### config.mk
export PLATFORM = sky130hd
export DESIGN_NAME = imm_pixel_scanner
export DESIGN_NICKNAME = d
export VERILOG_FILES = /design/src/rtl/imm_pixel_scanner.sv
export SDC_FILE = /design/constraint.sdc
export NUM_CORES = 1
export LEC_CHECK = 0
export ABC_AREA = 1
export CAP_MARGIN = 20
export CORE_MARGIN = 1
export CORE_UTILIZATION = 56
export DETAILED_ROUTE_END_ITERATION = 12
export GPL_TIMING_DRIVEN = 0
export PLACE_DENSITY = 0.83
export RECOVER_POWER = 50
export SYNTH_ARGS = -nofsm -noshare
export SYNTH_HDL_FRONTEND = slang
export SYNTH_SLANG_ARGS = --single-unit
### constraint.sdc
create_clock -name clk -period 3.4 [get_ports clk]
set_input_delay 0.68 -clock clk [delete_from_list [all_inputs] [get_ports clk]]
set_output_delay 0.68 -clock clk [all_outputs]
set_load 0.02 [all_outputs]
### src/rtl/imm_pixel_scanner.sv
// Raster-order frame-buffer scanner: reads one pixel per READ/CAPT pair and
// presents it with its (column,row) coordinates on a valid/ready output port.
module imm_pixel_scanner #(
   parameter int IMG_W = 320,
   parameter int IMG_H = 240
) (
   input  logic        clk,
   input  logic        rst_n,
   input  logic        start,
   output logic [16:0] mem_addr,
   output logic        mem_en,
   input  logic [11:0] mem_rdata,
   output logic [11:0] pixel,
   output logic [8:0]  i_p,
   output logic [7:0]  j_p,
   output logic        out_valid,
   input  logic        out_ready,
   output logic        busy,
   output logic        done,
   output logic [2:0]  dbg_state
);

   typedef enum logic [2:0] {
      S_IDLE = 3'd0,
      S_READ = 3'd1,
      S_CAPT = 3'd2,
      S_HOLD = 3'd3,
      S_FIN  = 3'd4
   } state_t;

   localparam logic [8:0] COL_LAST = 9'(IMG_W - 1);
   localparam logic [7:0] ROW_LAST = 8'(IMG_H - 1);

   state_t      r_state;
   logic [8:0]  r_col;
   logic [7:0]  r_row;
   logic [16:0] r_addr;
   logic        r_mem_en;
   logic [11:0] r_pixel;
   logic [8:0]  r_i_p;
   logic [7:0]  r_j_p;
   logic        r_out_valid;
   logic        r_busy;
   logic        r_done;

   logic w_xfer;
   logic w_last_col;
   logic w_last_row;

   // Handshake: a pixel moves on a rising edge where out_valid and out_ready
   // are both 1; out_valid never drops and pixel/i_p/j_p never change before that.
   assign w_xfer     = (r_state == S_HOLD) && r_out_valid && out_ready;
   assign w_last_col = (r_col == COL_LAST);
   assign w_last_row = (r_row == ROW_LAST);

   always_ff @(posedge clk or negedge rst_n) begin
      if (!rst_n) begin
         r_state     <= S_IDLE;
         r_col       <= '0;
         r_row       <= '0;
         r_addr      <= '0;
         r_mem_en    <= 1'b0;
         r_pixel     <= '0;
         r_i_p       <= '0;
         r_j_p       <= '0;
         r_out_valid <= 1'b0;
         r_busy      <= 1'b0;
         r_done      <= 1'b0;
      end else begin
         r_mem_en <= 1'b0;
         r_done   <= 1'b0;
         case (r_state)
            S_IDLE: begin
               if (start) begin
                  r_col    <= '0;
                  r_row    <= '0;
                  r_addr   <= '0;
                  r_mem_en <= 1'b1;
                  r_busy   <= 1'b1;
                  r_state  <= S_READ;
               end
            end
            S_READ: begin
               r_state <= S_CAPT;
            end
            S_CAPT: begin
               r_pixel     <= mem_rdata;
               r_i_p       <= r_col;
               r_j_p       <= r_row;
               r_out_valid <= 1'b1;
               r_state     <= S_HOLD;
            end
            S_HOLD: begin
               if (w_xfer) begin
                  r_out_valid <= 1'b0;
                  if (w_last_col && w_last_row) begin
                     r_done  <= 1'b1;
                     r_state <= S_FIN;
                  end else begin
                     // Address runs alongside col/row, so no multiply is needed.
                     r_addr   <= r_addr + 17'd1;
                     r_mem_en <= 1'b1;
                     r_state  <= S_READ;
                     if (w_last_col) begin
                        r_col <= '0;
                        r_row <= r_row + 8'd1;
                     end else begin
                        r_col <= r_col + 9'd1;
                     end
                  end
               end
            end
            S_FIN: begin
               r_busy  <= 1'b0;
               r_state <= S_IDLE;
            end
            default: begin
               r_state <= S_IDLE;
            end
         endcase
      end
   end

   assign mem_addr  = r_addr;
   assign mem_en    = r_mem_en;
   assign pixel     = r_pixel;
   assign i_p       = r_i_p;
   assign j_p       = r_j_p;
   assign out_valid = r_out_valid;
   assign busy      = r_busy;
   assign done      = r_done;
   assign dbg_state = r_state;

endmodule

==> flow_summary.json <==
{
  "ys.warnings.count": 0,
  "power_density_nw_per_um2": 720,
  "nets": 507,
  "cts_buffers": 9,
  "cpMaxStageDelayCell": "clkdlybuf4s50_1",
  "hold_violations": 0,
  "antenna_found_initial": 0,
  "max_slew_margin_pct": -15.3,
  "grt_pass1_wl_um": 13300,
  "netlist_area_um2": 3560,
  "seq_area_frac_synth_pct": 49.2,
  "first_global_vias": 2849,
  "synthCells": 409,
  "cts_root_buffer": "clkbuf_8",
  "switching_power_uw": 1320,
  "portBuffers": 68,
  "drt_wl_total_um": 8400,
  "post_drt_wl_per_cell_um": 14.8,
  "ctsHoldBuffers": 0,
  "yosys-top-cells-count": "115 x nand2_1, 70 x dfrtp_1, 39 x nor2_1",
  "dp_hpwl_um": 5840,
  "ys.flop_type": "dfrtp_1",
  "grtUsageTotal_pct": 27.0,
  "cts_tree": "done",
  "hp-class": "register to register",
  "dpl.cell_count": 552,
  "timing.final.ws_setup_ns": 1.24,
  "cts-resized-gates": 0,
  "setup_viol_count_final": 0,
  "grt_start_max_net_pins": 71,
  "viasPerCell": 5.52,
  "core_um2": 6030,
  "outcome": "finished with violations",
  "ios": 69,
  "clk_path_buf_depth": 2,
  "async_reset_ff_share_pct": 100,
  "diodes": 0,
  "finalPower_uw": 3250,
  "tightest_slew_ns": 1.73,
  "synth.area.top_cells": "dfrtp_1 49%, nand2_1 12%, mux2_2 5.4%, nand3_1 4.5%, nor2_1 4.1%",
  "cts.sinks": 70,
  "vias": 3135,
  "grt_overflow_total": 0,
  "dieWidth_um": 81.7,
  "cpPeakStageDelay_ns": 0.66,
  "synth_edf_count": 0,
  "synth.top_cell.area_share_pct": 49.2,
  "violations": "max-capacitance violations, max-slew violations",
  "synth.distinct_cells": 33,
  "synth.most_common_cell": "nand2_1",
  "critPathKind": "register to primary output",
  "fp.dieH_um": 81.7,
  "cp_data_required_time_ns": 2.72,
  "min_period_ns": 2.16,
  "htree_levels": 3,
  "period_share_pct": 63.5,
  "place_congestion": 0.918,
  "route.detailed.drc": 0,
  "die_area_um2": 6680,
  "syn-num-nets": 428,
  "dr.pass1.iters": 5,
  "critPathArrivalTime_ns": 1.48,
  "grt_setup_unrepaired": "no",
  "first_iter_violations": 242,
  "slew_violations": 71,
  "ff_latch_area_um2": 1750,
  "post-cts-setup-buffers": 0,
  "power_frac_clock_pct": 21.3,
  "start_util_pct": 59.1,
  "multiInputGateArea_um2": 1580,
  "fill_cells": 445,
  "comb_power_share_pct": 42.9,
  "area_growth_syn_to_layout_pct": 26.7,
  "layout-drive-gt1-share_pct": 15.0,
  "finalNonFillerCells": 568,
  "endpoint_kind": "primary output",
  "dpl_worst_slack_ns": 1.25,
  "cts.reportedPaths.clkPinSlew_ns": 0.09,
  "crit_fanout": 7,
  "critical_path.top_delay_family": "buffers and inverters",
  "crit_buf_inv": 1,
  "clock_latency_ns": 0.35,
  "yosys.area.top_type": "dfrtp_1",
  "crit_chain": "clkdlybuf4s50_1",
  "placementRows": 28,
  "ant_nets": 0,
  "drv_cap": 1,
  "leakagePower_uw": 0.00207,
  "vdd_drop_max_mv": 0.539,
  "timing.fmax_ghz": 0.463,
  "seq_power_share_pct": 35.7,
  "start_kind": "register",
  "intPower_uw": 1920,
  "swShare_pct": 40.7,
  "finClkSkew_ns": 0.0131,
  "synth_seq_cells": 70,
  "syn_avg_cell_area_um2": 8.70
}
## placed cells by master, fill, tap and decap left out, drive strengths merged
cell,n
bufinv,1
ha,3
a21o,1
xnor2,1
o21ai,37
mux2,17
clkbuf,14
nand3b,1
xor2,6
nor2,43
o31ai,1
clkdlybuf4s50,67
nor3,4
o21bai,1
nand3,36
nand2,127
buf,5
a21oi,2
a21boi,1
dfrtp,70
inv,38
clkinv,4
nand4,13
## worst paths after layout
| path | cells after the start | startpoint | endpoint | slack, ns |
|---|---|---|---|---|
| max | 1 | mem_addr[10] | mem_addr[10] | 1.24 |
| min | 2 | j_p[4] | j_p[4] | 0.49 |
| max reg2reg | 9 | r_row[0] | mem_addr[8] | 1.24 |
| min reg2reg | 2 | j_p[4] | j_p[4] | 0.49 |
| max in group asynchronous | 1 | rst_n | mem_addr[15] | 1.59 |
| min in group asynchronous | 1 | rst_n | pixel[9] | 0.79 |
## power by group through the flow
stage	combinational [uW]	sequential [uW]	clock (uW)
after floorplan	689	1330	0
after global placement	1370	1160	0
after detailed placement	1390	1170	0
after CTS	1410	1160	701
after global routing	1510	1180	738
final	1390	1160	693
## cell families (layout without fill, tap and decap cells)
logic type	Yosys count	count (layout)	share of synthesized area (%)
buffers and inverters	45	129	5.70
AOI/OAI and AO/OA	43	43	7.91
xor gates and xnor gates	7	7	1.72
and+or+nand+nor	224	224	29.0
DFF	70	70	49.2
muxes	17	17	5.38
adders and majority gates	3	3	1.05
## registers in the layout, summed over array words and instances (netlist names), 3 cells and up
signal,count
r_row,8
i_p,9
j_p,8
mem_addr,17
r_col,9
pixel,12
dbg_state,3
## layout make-up
type | count | share of cell area, %
clock buffer | 9 | 2.75
tap | 75 | 2.08
buffer | 9 | 1.39
sequential | 70 | 38.9
inverter | 36 | 3.05
timing repair buffer | 68 | 15.0
clock inverter | 7 | 1.75
multi-input combinational | 294 | 35.1
## metal layers
layer	GRT usage [%]	wire length [um]	part of all wire (%)	vias to the layer above
met3	5.78	669	8.0	15
met5	0	0	0	-
met1	35.4	3480	41	1478
met4	10.0	116	1.4	0
met2	44.2	4140	49	143
li1	-	-	-	1499
## per-stage QoR
stage	TNS (ns)	instance area, um2	hold WS (ns)	utilization, %
floorplan	0	3560	0.384	-
global placement	-48.88	4330	0.466	71.9
detailed placement	0	4330	0.476	71.9
CTS	0	4530	0.483	75.2
global route	0	4510	0.520	74.8
finish	0	4510	0.492	74.8
No activity file was read; power rests on OpenSTA's default activity.
